## src/rtl/bft_pkt_pkg.sv

```systemverilog
// bft_pkt_pkg: BFT packet field layout and the input-port range shared across the leaf.
package bft_pkt_pkg;
  localparam int PKT_BITS = 97;
  localparam int LEAF_BITS = 6;
  localparam int PORT_BITS = 4;
  localparam int PAYLOAD_W = PKT_BITS - 1 - LEAF_BITS - PORT_BITS;
  localparam int VALID_BIT = PKT_BITS - 1;
  localparam int LEAF_MSB = VALID_BIT - 1;
  localparam int LEAF_LSB = LEAF_MSB - LEAF_BITS + 1;
  localparam int PORT_MSB = LEAF_LSB - 1;
  localparam int PORT_LSB = PORT_MSB - PORT_BITS + 1;
  localparam int PAYLOAD_MSB = PORT_LSB - 1;
  localparam int PAYLOAD_LSB = 0;
  localparam int INPUT_PORT_MIN = 2;
  localparam int INPUT_PORT_MAX = 8;
endpackage

```

## src/rtl/ingress_fifo_ram.sv

```systemverilog
// ingress_fifo_ram: distributed RAM, synchronous write, asynchronous read, no reset.
module ingress_fifo_ram #(
  parameter int WIDTH = 90,
  parameter int DEPTH = 16,
  localparam int AW = $clog2(DEPTH)
) (
  input  logic             clk,
  input  logic             we_i,
  input  logic [AW-1:0]    waddr_i,
  input  logic [WIDTH-1:0] wdata_i,
  input  logic [AW-1:0]    raddr_i,
  output logic [WIDTH-1:0] rdata_o
);
  logic [WIDTH-1:0] mem [DEPTH];
  always_ff @(posedge clk)
    if (we_i) mem[waddr_i] <= wdata_i;
  assign rdata_o = mem[raddr_i];
endmodule

```

## src/rtl/stream_ingress_buffer.sv

```systemverilog
// stream_ingress_buffer: FWFT ingress FIFO for BFT data packets on ports 2..8, with
// registered backpressure, sticky overflow and a saturating drop counter.
module stream_ingress_buffer
  import bft_pkt_pkg::*;
#(
  parameter int PACKET_BITS = PKT_BITS,
  parameter int NUM_LEAF_BITS = LEAF_BITS,
  parameter int NUM_PORT_BITS = PORT_BITS,
  parameter int FIFO_DEPTH = 16,
  parameter int AFULL_MARGIN = 4,
  localparam int PAYLOAD_BITS = PACKET_BITS - 1 - NUM_LEAF_BITS - NUM_PORT_BITS,
  localparam int AW = $clog2(FIFO_DEPTH),
  localparam int LW = AW + 1
) (
  input  logic                     clk,
  input  logic                     reset,
  input  logic [PACKET_BITS-1:0]   i_data_packet,
  output logic                     o_bft_ready,
  output logic                     o_valid,
  input  logic                     i_ready,
  output logic [NUM_PORT_BITS-1:0] o_port,
  output logic [PAYLOAD_BITS-1:0]  o_payload,
  output logic [LW-1:0]            o_level,
  output logic                     o_overflow,
  output logic [15:0]              o_drop_count
);
  logic [AW-1:0] wptr_q, rptr_q;
  logic [LW-1:0] level_q, level_d;
  logic ready_q, ready_d, overflow_q, overflow_d;
  logic [15:0] drop_q, drop_d;
  logic [NUM_PORT_BITS-1:0] port;
  logic cand, port_ok, full, pop, push, drop, unused_leaf;

  assign cand = i_data_packet[PACKET_BITS-1];
  assign port = i_data_packet[PAYLOAD_BITS +: NUM_PORT_BITS];
  assign unused_leaf = ^i_data_packet[PAYLOAD_BITS+NUM_PORT_BITS +: NUM_LEAF_BITS];
  assign port_ok = int'(port) >= INPUT_PORT_MIN && int'(port) <= INPUT_PORT_MAX;
  assign full = level_q == LW'(FIFO_DEPTH);
  assign pop = o_valid && i_ready;
  // a pop frees the slot this edge, so a full FIFO still accepts a packet when popped
  assign push = cand && port_ok && (!full || pop);
  assign drop = cand && !push;

  always_comb begin
    level_d = push && !pop ? level_q + LW'(1) : !push && pop ? level_q - LW'(1) : level_q;
    ready_d = (FIFO_DEPTH - int'(level_d)) > AFULL_MARGIN;
    overflow_d = overflow_q || (drop && port_ok);
    drop_d = drop_q + 16'(drop && drop_q != 16'hFFFF);
  end

  always_ff @(posedge clk or posedge reset)
    if (reset) begin
      wptr_q <= '0;
      rptr_q <= '0;
      level_q <= '0;
      ready_q <= 1'b0;
      overflow_q <= 1'b0;
      drop_q <= '0;
    end else begin
      wptr_q <= wptr_q + AW'(push);
      rptr_q <= rptr_q + AW'(pop);
      level_q <= level_d;
      ready_q <= ready_d;
      overflow_q <= overflow_d;
      drop_q <= drop_d;
    end

  ingress_fifo_ram #(.WIDTH(NUM_PORT_BITS + PAYLOAD_BITS), .DEPTH(FIFO_DEPTH)) u_ram (
    .clk(clk),
    .we_i(push),
    .waddr_i(wptr_q),
    .wdata_i(i_data_packet[PAYLOAD_BITS+NUM_PORT_BITS-1:0]),
    .raddr_i(rptr_q),
    .rdata_o({o_port, o_payload})
  );

  assign o_valid = level_q != '0;
  assign o_level = level_q;
  assign o_bft_ready = ready_q;
  assign o_overflow = overflow_q;
  assign o_drop_count = drop_q;
endmodule
```

## config.mk

```make
export PLATFORM = sky130hd
export DESIGN_NAME = stream_ingress_buffer
export DESIGN_NICKNAME = d
export VERILOG_FILES = /design/src/rtl/bft_pkt_pkg.sv /design/src/rtl/ingress_fifo_ram.sv /design/src/rtl/stream_ingress_buffer.sv
export SDC_FILE = /design/constraint.sdc
export NUM_CORES = 1
export LEC_CHECK = 0
export ABC_AREA = 1
export BUFFER_PORTS_ARGS = -buffer_cell sky130_fd_sc_hd__clkbuf_2
export CAP_MARGIN = 20
export CELL_PAD_IN_SITES_DETAIL_PLACEMENT = 1
export CELL_PAD_IN_SITES_GLOBAL_PLACEMENT = 2
export CORE_UTILIZATION = 30
export DETAILED_ROUTE_END_ITERATION = 16
export GPL_TIMING_DRIVEN = 0
export PLACE_DENSITY_LB_ADDON = 0.1
export SETUP_SLACK_MARGIN = 0.05
export SYNTH_ARGS = -nofsm -noshare
export SYNTH_HDL_FRONTEND = slang
export SYNTH_HIERARCHICAL = 1
export SYNTH_SLANG_ARGS = --single-unit
```

## constraint.sdc

```tcl
create_clock -name clk -period 5.65 [get_ports clk]
set_input_delay 0.565 -clock clk [delete_from_list [all_inputs] [get_ports clk]]
set_output_delay 0.565 -clock clk [all_outputs]
set_load 0.005 [all_outputs]
```

==> Word-level counts from Yosys, hierarchy flattened <==
Memories as Yosys holds them, arrays and structs flattened.
Cells that the tools add are included.
{ "totals": {"inputBits": 100, "elab_cells": 37, "n_memories": 1, "mem_bits_rw": 1440, "ff_bits": 31} }
{ "classes": {"n_mux": 4, "addsub": 6, "n_reduce_logical": 15, "eq_ne": 2, "n_lt_le_gt_ge": 3} }
{ "memory_table": {"columns": ["name", "depth", "word_bits", "rd", "rd_clocked_by_memory_dff", "wr", "line", "source"], "rows": [
  ["u_ram.mem", 16, 90, 1, 0, 1, "ingress_fifo_ram.sv:14", "logic [WIDTH-1:0] mem [DEPTH];"]
]} }
{ "ops": {"columns": ["cell", "n"], "rows": [
  ["adder 16 x 1 -> 16 bit", 1],
  ["!= test 16 bit, second input constant", 1],
  ["2-to-1 mux 5 bit", 2],
  ["logical AND 1 bit", 9],
  ["adder 4 x 1 -> 4 bit", 2],
  ["> comparator 6 x 4 -> 1 bit, second input constant", 1],
  ["subtractor 5 x 5 -> 6 bit, first input constant", 1],
  ["adder 5 x 1 -> 5 bit, second input constant", 1],
  ["== test 5 bit, second input constant", 1],
  ["nonzero test 5 bit", 1],
  ["subtractor 5 x 1 -> 5 bit, second input constant", 1],
  ["greater-or-equal comparator 4 x 2 -> 1 bit, second input constant", 1],
  ["less-or-equal comparator 4 bit, second input constant", 1],
  ["logical NOT 1 bit", 3],
  ["logical OR 1 bit", 2],
  ["2-to-1 mux 1 bit", 2]
]} }

==> Longest topological paths before layout <==
Gate-level depths: netlist of run 1.
{ "depth": {"depth_word": 10, "depth_mapped": 14, "depth_no_buf": 14} }

==> Hierarchy <==
Netlist of run 1, hierarchy kept.
{ "by_module_without_submodules": {"columns": ["module", "cells_each", "n_inst", "area_per_inst_um2"], "rows": [
  ["ingress_fifo_ram", 5817, 1, 61632.9],
  ["stream_ingress_buffer", 157, 1, 1580.3]
]} }

==> Least setup slack after synthesis of run 1 <==
No wires, ideal clock.
{ "synth_path": {"kind": "register -> register", "from": "register level_q[0] (netlist: o_level[0])", "to": "memory u_ram.mem[12][0] (enable)", "slack_ns": 0.147, "required_time_ns": 5.110, "path_stages_with_launch": 8, "t_arrival_ns": 4.963, "synth_period_minus_slack_ns": 5.503, "setup_time_ns": 0.540, "cell_sequence": "dfrtp_1 > inv_1 > ha_1 > nand3_2 > nand2_2 > nor2_4 > nand3_1 > nor2_1"} }
{ "synth_between": {"elab_chain_cells": 6, "elab_cells_between_ends": 8, "cone_classes": "eq/ne: 1; mux: 2; reduce/logical: 5"} }
{ "synth_rtl": {"columns": ["item", "line", "source"], "rows": [
  ["from (decl)", "stream_ingress_buffer.sv:28", "logic [LW-1:0] level_q, level_d;"],
  ["from (signal assigned)", "stream_ingress_buffer.sv:62", "level_q <= level_d;"],
  ["== test 5 bit or nonzero test 5 bit (tied branches)", "stream_ingress_buffer.sv:38, stream_ingress_buffer.sv:77", null],
  ["logical NOT 1 bit or logical AND 1 bit (tied branches)", "stream_ingress_buffer.sv:41, stream_ingress_buffer.sv:39", null],
  ["logical OR 1 bit (*)", "stream_ingress_buffer.sv:41", "assign push = cand && port_ok && (!full || pop);"],
  ["logical AND 1 bit (*)", "stream_ingress_buffer.sv:41", null],
  ["via push", "stream_ingress_buffer.sv:32", "logic cand, port_ok, full, pop, push, drop, unused_leaf;"],
  ["2-to-1 mux 1 bit (*)", "ingress_fifo_ram.sv:16", "if (we_i) mem[waddr_i] <= wdata_i;"],
  ["2-to-1 mux 1 bit (not written as such) (*)", "ingress_fifo_ram.sv:16", null],
  ["to (decl)", "ingress_fifo_ram.sv:14", null]
]} }
The timed path passes the listed nets; every way through them passes the cells marked *.

==> Worst setup path in the final report of run 1 <==
{ "layout_path": {"from": "register rptr_q[2]", "to": "output port o_payload[57]"} }
{ "layout_between": {"elab_chain_cells": 1} }
{ "layout_rtl": {"columns": ["item", "line", "source"], "rows": [
  ["from (decl)", "stream_ingress_buffer.sv:27", "logic [AW-1:0] wptr_q, rptr_q;"],
  ["from (signal assigned)", "stream_ingress_buffer.sv:61", "rptr_q <= rptr_q + AW'(pop);"],
  ["memory read (16 x 90 bit)", null, null],
  ["to (decl)", "stream_ingress_buffer.sv:22", "output logic [PAYLOAD_BITS-1:0] o_payload,"]
]} }
Every way passes these cells.

==> impl_metrics.py, run 1 <==
metrics = {
    "critical_path": {
        "crit_fanout": 10,
        "arrival_ns": 3.76,
        "worstSetupPathType": "register to output port",
        "crit_required_ns": 5.09,
        "start_kind": "register",
        "cp-end-kind": "output port",
    },
    "power": {
        "power.internal_mw": 22.8,
        "switching_power_mw": 15.1,
        "swShare_pct": 39.8,
        "p_comb_share_pct": 37.8,
        "seqPwrFrac_pct": 33.8,
        "leakagePower_nw": 31.7,
        "max-vdd-ir-drop_v": 0.000381,
        "finalPower_mw": 37.9,
        "clkPwrFrac_pct": 28.3,
        "power-per-cell-area_mw_per_mm2": 508,
    },
    "timing": {
        "skew_ns": 0.0291,
        "rsz0062_at_grt": "false",
        "fin_crit_sh_pct": 76.6,
        "slew-limit-headroom_pct": 26.4,
        "fmax_ghz": 0.231,
        "setup_violations": 0,
        "worst_pin_slew_ns": 1.10,
        "hold_violations": 0,
        "finalSetupTns_ns": 0,
        "fin_crit_ns": 4.33,
        "drv_slew": 0,
    },
    "synthesis": {
        "synth_warnings": 6,
        "synth-seq-area-share_pct": 69.6,
        "avgSynthCellArea_um2": 10.6,
        "synth_enable_flop_cells": 1440,
        "synth-async-reset-ratio_pct": 2.11,
        "synth_area_mm2": 0.0632,
        "synthFlopType": "edfxtp_1",
        "syn_inst": 5974,
        "ys_types": 33,
        "syn_nets": 6082,
        "ys_ff_latch": 1471,
    },
    "floorplanning": {
        "die_w_um": 461,
        "die_area_mm2": 0.213,
        "start_util_pct": 30.2,
        "placementRows": 168,
        "die_h_um": 461,
        "coreArea_mm2": 0.210,
        "pin_count": 214,
    },
    "clock_network": {
        "cts_buffers": 176,
        "path_clk_slew_ns": 0.06,
        "h-tree-depth": 4,
        "worstSkewPairLatency_ns": 0.81,
        "cts_tree": "done",
        "ctsRootBufferMaster": "clkbuf_16",
        "cts_sinks": 1471,
        "clockBufferDepth": 3,
    },
    "final_layout": {
        "layout_commonest_cell": "nand2_1",
        "area_growth_pct": 18.2,
        "layout_common_cells": "1,925 x nand2_1, 1,440 x edfxtp_1, 1,099 x inv_1, 1,091 x nand3_1, 207 x clkbuf_2",
        "final_cell_area_mm2": 0.0747,
        "drive_above_1_share_pct": 12.0,
        "finalNonFillerCells": 9374,
        "nets": 6536,
    },
    "grt": {
        "grt_max_degree": 28,
        "grt_pass1_vias": 44200,
        "antenna_found_initial": 21,
        "grt_pass1_wl_um": 304000,
        "grt_overflow": 0,
        "grt_util_all_layers_pct": 19.9,
    },
    "placed_design": {
        "dpl.hpwl_um": 143000,
        "dpl-instance-area_mm2": 0.0693,
        "port_buffers": 207,
        "routabilityCongestion": 0.726,
        "dp.cells": 9054,
    },
    "routing": {
        "drc": 0,
        "drtAntennaViolNets": 0,
        "viasPerCell": 4.51,
        "vias": 42300,
        "drt_iter0_drc": 2329,
        "drt_wl_total_um": 210000,
        "wl_per_cell_um": 22.4,
        "drt_first_pass_iters": 7,
    },
    "outcome": {
        "status": "finished, final reports clean",
    },
    "job": {
        "cap_violations": 0,
    },
    "min_path": {
        "hp-class": "input port to register",
    },
}
[power by group through the flow]
stage	logic (mW)	registers [mW]	clock network, mW
2_1_floorplan	7.60	13.1	0
3_3_place_gp	14.3	13.3	0
3_5_place_dp	14.8	13.1	0
4_1_cts	14.8	12.8	11.1
5_1_grt	15.8	12.9	11.5
6_report	14.3	12.8	10.8
[path summary, 6_finish.rpt]
check / from / slack, ns / depth (start not counted) / to
setup / recovery: rptr_q[2]$_DFF_PP0_ / 1.32 / 9 / o_payload[57]
hold / removal: i_data_packet[96] / 0.16 / 3 / o_overflow$_DFF_PP0_
setup reg to reg: o_level[0]$_DFF_PP0_ / 2.34 / 9 / u_ram/mem[13][40]$_DFFE_PP_
hold reg to reg: rptr_q[3]$_DFF_PP0_ / 0.48 / 1 / rptr_q[3]$_DFF_PP0_
max in group asynchronous: reset / 4.72 / 4 / wptr_q[0]$_DFF_PP0_
min in group asynchronous: reset / 0.39 / 3 / o_level[3]$_DFF_PP0_
[per-layer routing]
metal | track usage [%] | up-vias | routed length [µm]
li1 | - | 20300 | -
met3 | 3.00 | 273 | 8940
met5 | 0 | - | 41
met2 | 33.8 | 728 | 102000
met1 | 25.8 | 21000 | 93200
met4 | 6.73 | 6 | 6420
[critical path, stage by stage (launching register included)]
cell and delay, ns:
dfrtp_1 0.40, buf_4 0.25, inv_2 0.49, buf_2 0.51, buf_12 0.27, buf_2 0.34
nand3_1 0.12, nand3_1 0.20, nand2_1 0.14, clkbuf_2 0.13
[cells by family (layout without fill, tap and decap cells)]
| kind of cell | count (synthesis) | count (layout) | share of synthesized area [%] |
|---|---|---|---|
| mux | 1 | 1 | 0.0178 |
| other cells | 0 | 10 | 0 |
| simple gates | 3065 | 3065 | 20.5 |
| compound gates | 5 | 5 | 0.0614 |
| fa+ha+maj | 8 | 8 | 0.158 |
| buf+inv | 1401 | 1986 | 9.28 |
| xor+xnor | 23 | 23 | 0.319 |
| flops | 1471 | 1471 | 69.6 |
[what timing repair did]
action	4_1_cts	5_1_grt
setup buffers	0	0
hold buffers	1	0
hold endpoints to repair	13	0
resized for setup	0	0
[cell usage after synthesis (2+ instances only)]
| cell | number | share of area (%) |
|---|---|---|
| nand3_2 | 3 | 0.048 |
| xnor2_1 | 4 | 0.055 |
| clkbuf_1 | 29 | 0.17 |
| inv_2 | 3 | 0.018 |
| nand2_1 | 1925 | 11 |
| buf_6 | 28 | 0.50 |
| xor2_1 | 19 | 0.26 |
| nand3b_1 | 2 | 0.024 |
| nand4_1 | 4 | 0.040 |
| dfrtp_1 | 31 | 1.2 |
| buf_2 | 160 | 1.3 |
| nand2_2 | 4 | 0.040 |
| edfxtp_1 | 1440 | 68 |
| buf_1 | 29 | 0.17 |
| nor2_4 | 3 | 0.053 |
| ha_1 | 8 | 0.16 |
| nand3_1 | 1091 | 8.6 |
| nor3_1 | 3 | 0.024 |
| inv_1 | 1099 | 6.5 |
| buf_4 | 51 | 0.61 |
| nor2_1 | 26 | 0.15 |
[registers in the layout (all words and copies together) (netlist names)]
name	cells
o_level	5
o_bft_ready	1
o_overflow	1
u_ram/mem	1440
wptr_q	4
o_drop_count	16
rptr_q	4
[stage by stage]
stage	hold slack [ns]	setup slack (ns)	util (%)
after detailed placement	0.467	1.95	33.1
after global routing	0.133	1.03	35.6
after CTS	0.0820	1.05	35.6
after global placement	0.458	-5.66	32.3
final	0.159	1.32	35.6
after floorplan	0.440	0.147	-
[final cells by class]
cell class | count | area, µm²
timing repair buffer | 276 | 2430
sequential | 1471 | 44000
antenna | 10 | 25.0
tap | 2805 | 3510
clock inverter | 82 | 643
inverter | 1104 | 4150
clock buffer | 227 | 4740
buffer | 297 | 1720
multi-input combinational | 3102 | 13400
fill | 23200 | 135000
Power figures use the tool's default switching activity.
==> run 2: changes to the inputs <==
--- a/config.mk
+++ b/config.mk
@@ -5,7 +5,7 @@
 export SDC_FILE = /design/constraint.sdc
 export NUM_CORES = 1
 export LEC_CHECK = 0
-export ABC_AREA = 1
+export ABC_AREA = 0
 export BUFFER_PORTS_ARGS = -buffer_cell sky130_fd_sc_hd__clkbuf_2
 export CAP_MARGIN = 20
 export CELL_PAD_IN_SITES_DETAIL_PLACEMENT = 1
==> constraint.sdc (replaced) <==
create_clock -name clk -period 4 [get_ports clk]
set_input_delay 0.4 -clock clk [delete_from_list [all_inputs] [get_ports clk]]
set_output_delay 0.4 -clock clk [all_outputs]
set_load 0.005 [all_outputs]
==> run 2 against run 1 <==
Compared with the run above: cell count decreased by 41%; routed wire length fell by 24%; global-route usage decreased by 2.7 points; clock power rose by 33%; first-iteration DRC count shrank 25%; area after synthesis down 13%; synthesized cell count fell by 61%; critical path depth decreased by 3; setup slack lost 1.1 ns; worst hold slack got worse by 0.11 ns; sequential power up 41%; non-clock buffer count down 61; largest power group is now sequential cells.
==> impl_metrics.py, run 2 <==
metrics = {
    "min_path": {
        "hp-class": "input port to register",
        "holdPathStages": 1,
        "hold_end": "u_ram/mem[12][51]$_DFFE_PP_",
        "holdCritStartpoint": "i_data_packet[51]",
    },
    "critical_path": {
        "rrSetupSlack_ns": 0.50,
        "cp-end-kind": "output port",
        "ff2ff_path_depth": 11,
        "crit_chain": "nor2_2 > buf_8 > clkbuf_1 > a22oi_1 > nand2_1 > clkbuf_2",
        "crit_required_ns": 3.60,
        "start_kind": "register",
        "r2r-end": "u_ram/mem[11][64]$_DFFE_PP_",
        "crit_slowest_cell": "clkbuf_1",
        "r2r_start": "o_level[1]$_DFF_PP0_",
        "crit_fanout": 10,
        "slowest_delay_ns": 0.80,
        "worstSetupPathType": "register to output port",
        "arrival_ns": 3.41,
    },
    "clock_network": {
        "h-tree-depth": 4,
        "clockBufferDepth": 3,
        "cts_buffers": 163,
        "ctsRootBufferMaster": "clkbuf_16",
        "worstSkewPairLatency_ns": 0.79,
        "path_clk_slew_ns": 0.06,
        "cts_sinks": 1471,
        "cts_tree": "done",
    },
    "grt": {
        "grt_max_degree": 21,
        "grt_util_all_layers_pct": 17.3,
        "top_usage_layer": "met2",
        "antenna_found_initial": 14,
        "grt_pass1_vias": 29600,
        "met3_usage_pct": 3.32,
        "grt_use_met2_pct": 30.3,
        "grt_overflow": 0,
        "use_met1_pct": 21.8,
        "grt_pass1_wl_um": 224000,
    },
    "timing": {
        "fin_crit_sh_pct": 95.3,
        "fmax_ghz": 0.262,
        "setup_violations": 0,
        "drv_slew": 0,
        "worst_hold_slack_ns": 0.0539,
        "slew-limit-headroom_pct": 28.8,
        "worst_pin_slew_ns": 1.07,
        "rsz0062_at_grt": "true",
        "hold_violations": 0,
        "skew_ns": 0.0193,
        "fin_crit_ns": 3.81,
    },
    "power": {
        "finalPower_mw": 46.0,
        "max-vdd-ir-drop_v": 0.000495,
        "leakagePower_nw": 21.7,
        "power-per-cell-area_mw_per_mm2": 678,
    },
    "final_layout": {
        "largest_register": "u_ram/mem",
        "regArea_mm2": 0.0440,
        "area_growth_pct": 22.7,
        "nets": 3007,
        "largest_reg_flops": 1440,
        "layout_commonest_cell": "edfxtp_1",
        "fillCellCount": 17600,
        "drive_above_1_share_pct": 32.9,
        "layout_common_cells": "1,440 x edfxtp_1, 360 x mux4_2, 224 x clkbuf_2, 180 x a22oi_1, 167 x clkbuf_16",
        "multi_input_area_mm2": 0.0108,
        "fin_util_pct": 37.0,
    },
    "floorplanning": {
        "placementRows": 157,
        "die_h_um": 431,
        "pin_count": 214,
        "coreArea_mm2": 0.183,
        "start_util_pct": 30.2,
        "die_area_mm2": 0.186,
        "die_w_um": 431,
    },
    "routing": {
        "drtAntennaViolNets": 0,
        "wl_per_cell_um": 29.0,
        "vias": 26600,
        "drc": 0,
        "drt_wl_total_um": 159000,
        "drt_first_pass_iters": 4,
        "viasPerCell": 4.84,
        "drt_iter0_drc": 1751,
    },
    "synthesis": {
        "synth_top_area_share_pct": 78.3,
        "synth_warnings": 6,
        "synth.most_common_cell": "edfxtp_1",
        "yosysTopAreaCell": "edfxtp_1",
        "syn_inst": 2344,
        "syn_nets": 2452,
        "synth.area.top_cells": "edfxtp_1 78%, mux4_2 15%, a22oi_1 2.4%",
        "synthTopCellsByCount": "1,440 x edfxtp_1, 360 x mux4_2, 180 x a22oi_1, 98 x nand2_1, 56 x clkbuf_1",
        "synth-async-reset-ratio_pct": 2.11,
        "synth-seq-area-share_pct": 79.7,
        "synth_enable_flop_cells": 1440,
        "synth_area_mm2": 0.0553,
        "ys_ff_latch": 1471,
        "synthFlopType": "edfxtp_1",
        "avgSynthCellArea_um2": 23.6,
        "ys_types": 41,
    },
    "outcome": {
        "status": "finished, final reports clean",
    },
    "placed_design": {
        "routabilityCongestion": 0.703,
        "port_buffers": 207,
        "dpl.hpwl_um": 102000,
    },
    "job": {
        "cap_violations": 0,
    },
}
[run 2: worst max-delay path by stage]
stage | to | cells past startpoint | from
floorplan | u_ram/mem[3][0]$_DFFE_PP_ | 7 | o_level[1]$_DFF_PP0_
global route | o_payload[59] | 7 | rptr_q[2]$_DFF_PP0_
global placement | u_ram/mem[2][64]$_DFFE_PP_ | 7 | i_data_packet[89]
CTS | o_payload[49] | 7 | rptr_q[3]$_DFF_PP0_
detailed placement | u_ram/mem[11][34]$_DFFE_PP_ | 11 | i_data_packet[89]
finish | o_payload[18] | 6 | rptr_q[2]$_DFF_PP0_
[run 2: cells by family after synthesis]
group           count (synthesis)  synth area share (%)
compound gates                194                  2.63
xor+xnor                       21                 0.333
fa+ha+maj                       8                 0.181
buf+inv                       128                  1.19
flops                        1471                  79.7
mux                           362                  14.7
simple gates                  160                  1.31
[run 2: where the power goes]
group          leakage [nW]  total (mW)  internal [mW]  switching [mW]
Clock                  2.48        14.4           8.38            6.06
Sequential             13.4        18.0           17.7           0.284
Combinational          5.91        13.6           5.61            7.97
Total                  21.7        46.0           31.7            14.3
[run 2: layer usage]
metal / share of wire (%) / up-vias
met5: 0 / -
met4: 2.1 / 0
met3: 4.0 / 214
met2: 52 / 588
met1: 42 / 14600
li1: - / 11200
[run 2: cell type report]
class                   count  area share, %
flip-flops and latches   1471           64.9
multi-input cells         745           15.9
clock buffers             208           6.41
repair buffers            390           5.98
well taps                2464           4.55
clock inverters            87           1.14
plain buffers             122           1.09
inverters                   6         0.0332
diodes                      3         0.0111
[run 2: stage by stage]
stage | cells | setup WS [ns] | TNS, ns | cell area (µm²)
final | 5496 | 0.189 | 0 | 67800
after global routing | 5495 | 0.0454 | 0 | 67800
after CTS | 5493 | 0.0545 | 0 | 67800
after detailed placement | 5118 | 0.195 | 0 | 61800
after global placement | 5015 | -4.68 | -6109.09 | 59500
after floorplan | 2344 | -0.323 | -228.52 | 55400
[run 2: timing repair]
item / in CTS / in global routing
gates resized for setup: 60 / 10
pin swaps: 0 / 0
hold buffers: 80 / 0
buffers inserted: 0 / 0
endpoints found under the hold margin: 1182 / 0
setup endpoints to repair: 90 / 9
[run 2: critical path, delay by kind of cell (launching register included)]
kind                   cells  cell delay (ns)
buffers and inverters      3             1.19
flip-flops                 1             0.45
AND/OR/NAND/NOR            2             0.72
AO/OA/AOI/OAI              1             0.24
==> run 3: changes to the inputs <==
--- a/config.mk
+++ b/config.mk
@@ -8,8 +8,9 @@
 export ABC_AREA = 0
 export BUFFER_PORTS_ARGS = -buffer_cell sky130_fd_sc_hd__clkbuf_2
 export CAP_MARGIN = 20
-export CELL_PAD_IN_SITES_DETAIL_PLACEMENT = 1
-export CELL_PAD_IN_SITES_GLOBAL_PLACEMENT = 2
+export CELL_PAD_IN_SITES_DETAIL_PLACEMENT = 0
+export CELL_PAD_IN_SITES_GLOBAL_PLACEMENT = 1
+export CORE_ASPECT_RATIO = 1.5
 export CORE_UTILIZATION = 30
 export DETAILED_ROUTE_END_ITERATION = 16
 export GPL_TIMING_DRIVEN = 0
@@ -19,3 +20,4 @@
 export SYNTH_HDL_FRONTEND = slang
 export SYNTH_HIERARCHICAL = 1
 export SYNTH_SLANG_ARGS = --single-unit
+export TNS_END_PERCENT = 20
==> run 3 against run 2 <==
Compared with the run above: first-iteration DRC count increased by 14%; sequential share of layout area rose by 0.55 points; clock-buffer cell count down 26; cell count decreased by 1.7%; sequential cell count did not move; clock skew is 0.012 ns higher; setup slack lost 0.042 ns; critical path depth grew 1.
==> impl_metrics.py, run 3 (same netlist as run 2, synthesis figures left out) <==
metrics = {
    "outcome": {
        "status": "finished, final reports clean",
    },
    "critical_path": {
        "rrSetupSlack_ns": 0.57,
        "crit_fanout": 10,
        "worstSetupPathType": "register to output port",
        "crit_required_ns": 3.60,
        "cpLargestDelayFamily": "buffers and inverters",
        "cp-end-kind": "output port",
        "path_depth": 7,
        "cp_num_buf_inv": 4,
        "ff2ff_path_depth": 11,
        "crit_slowest_cell": "mux4_2",
        "cpMostUsedCell": "buf_2",
        "slowest_delay_ns": 0.56,
        "crit_chain": "buf_2 > buf_6 > buf_2 > mux4_2 > a22oi_1 > nand2_1 > clkbuf_2",
        "arrival_ns": 3.45,
        "r2r-end": "u_ram/mem[4][76]$_DFFE_PP_",
        "r2r_start": "o_level[1]$_DFF_PP0_",
        "start_kind": "register",
    },
    "floorplanning": {
        "pin_count": 214,
        "die_h_um": 528,
        "start_util_pct": 30.3,
        "placementRows": 192,
        "coreArea_mm2": 0.183,
        "die_area_mm2": 0.186,
        "die_w_um": 352,
    },
    "timing": {
        "setup_violations": 0,
        "hold_violations": 0,
        "drv_slew": 0,
        "worst_pin_slew_ns": 1.12,
        "fin_crit_sh_pct": 96.3,
        "slew-limit-headroom_pct": 25.3,
        "fin_crit_ns": 3.85,
        "skew_ns": 0.0309,
        "rsz0062_at_grt": "true",
        "fin_ws_ns": 0.147,
        "fmax_ghz": 0.260,
    },
    "final_layout": {
        "layout_commonest_cell": "edfxtp_1",
        "largest_register": "u_ram/mem",
        "nets": 2962,
        "drive_above_1_share_pct": 33.7,
        "fillCellCount": 16800,
        "area_growth_pct": 21.7,
        "layout_common_cells": "1,440 x edfxtp_1, 360 x mux4_2, 229 x clkbuf_2, 180 x a22oi_1, 161 x clkbuf_16",
        "final_cell_area_mm2": 0.0672,
        "largest_reg_flops": 1440,
    },
    "power": {
        "power-per-cell-area_mw_per_mm2": 677,
        "max-vdd-ir-drop_v": 0.000345,
        "leakagePower_nw": 21.5,
    },
    "routing": {
        "drt_iter0_drc": 2002,
        "drt_wl_total_um": 157000,
        "vias": 26500,
        "met3WireLength_um": 8250,
        "drtAntennaViolNets": 0,
        "wl_met1_um": 65400,
        "drc": 0,
        "wl_per_cell_um": 29.2,
        "viasPerCell": 4.91,
        "drt_first_pass_iters": 5,
        "route.met2.wl_um": 79900,
        "top_layer": "met5",
    },
    "placed_design": {
        "port_buffers": 207,
        "dpl-instance-area_mm2": 0.0619,
        "pre_cts_ws_ns": 0.209,
        "routabilityCongestion": 0.701,
        "dpl.hpwl_um": 103000,
    },
    "clock_network": {
        "ctsRootBufferMaster": "clkbuf_16",
        "path_clk_slew_ns": 0.06,
        "post_cts_buffers": 0,
        "cts_buffers": 157,
        "h-tree-depth": 4,
        "worstSkewPairLatency_ns": 0.78,
        "cts_sinks": 1471,
        "cts_tree": "done",
        "clockBufferDepth": 4,
    },
    "min_path": {
        "hold_end": "u_ram/mem[2][59]$_DFFE_PP_",
        "holdCritStartpoint": "i_data_packet[59]",
        "hp-class": "input port to register",
        "holdPathStages": 1,
    },
    "grt": {
        "grt_util_all_layers_pct": 16.9,
        "grt_overflow": 0,
        "grt_pass1_wl_um": 222000,
        "antenna_found_initial": 22,
        "grt_pass1_vias": 29000,
        "grt_max_degree": 23,
    },
    "job": {
        "cap_violations": 0,
    },
}
==> run 3: cell count changes in the layout (fill, tap and decap cells not counted), sizes merged <==
cell / delta
clkbuf: -19
inv: -3
clkinv: +8
dlygate4sd3: -43
clkdlybuf4s15: +2
diode: +4
clkdlybuf4s18: +1
buf: -6
==> run 3: cell type report <==
| cell class | count | area (µm²) | share of cell area [%] |
|---|---|---|---|
| clock buffer | 182 | 4110 | 6.11 |
| inverter | 6 | 22.5 | 0.0335 |
| multi-input combinational | 745 | 10800 | 16.0 |
| clock inverter | 92 | 733 | 1.09 |
| buffer | 122 | 758 | 1.13 |
| tap | 2425 | 3030 | 4.51 |
| timing repair buffer | 351 | 3780 | 5.62 |
| antenna | 7 | 17.5 | 0.0261 |
| sequential | 1471 | 44000 | 65.5 |
==> run 3: worst max path at each step <==
stage	start	endpoint	slack [ns]
after global placement	i_data_packet[89]	u_ram/mem[2][70]$_DFFE_PP_	-4.55
after global routing	rptr_q[0]$_DFF_PP0_	o_payload[83]	0.03
after detailed placement	i_data_packet[89]	u_ram/mem[4][73]$_DFFE_PP_	0.21
after CTS	rptr_q[1]$_DFF_PP0_	o_payload[79]	0.05
final	rptr_q[0]$_DFF_PP0_	o_payload[83]	0.15
after floorplan	o_level[1]$_DFF_PP0_	u_ram/mem[3][0]$_DFFE_PP_	-0.32
==> run 3: repair_timing <==
action / CTS / global route
gates resized for setup: 56 / 5
pin swaps: 0 / 0
endpoints found under the setup margin: 90 / 23
cloned: 0 / 0
hold buffers: 37 / 0
hold endpoints to repair: 425 / 0
==> run 3: metal layers <==
layer / up-vias / GRT usage (%)
met5: - / 0
met4: 28 / 4.48
met3: 232 / 3.58
met2: 650 / 29.2
met1: 14600 / 21.6
li1: 11100 / -
==> run 3: report_power, final <==
part           switching (mW)  internal, mW  total, mW
combinational            7.93          5.62       13.6
clock                    5.93          8.04       14.0
sequential              0.282          17.7       18.0
total                    14.1          31.3       45.5
==> run 3: stage by stage <==
step | std cells | power (mW) | util (%) | hold WS [ns] | TNS, ns
6_report | 5401 | 45.5 | 36.8 | 0.0304 | 0
5_1_grt | 5396 | 47.5 | 36.8 | 0.0430 | 0
4_1_cts | 5394 | 46.4 | 36.8 | 0.000618 | 0
3_5_place_dp | 5083 | 32.2 | 33.9 | 0.415 | 0
3_3_place_gp | 4976 | 31.8 | 32.6 | 0.465 | -6056.93
2_1_floorplan | 2344 | 25.8 | - | 0.460 | -228.52
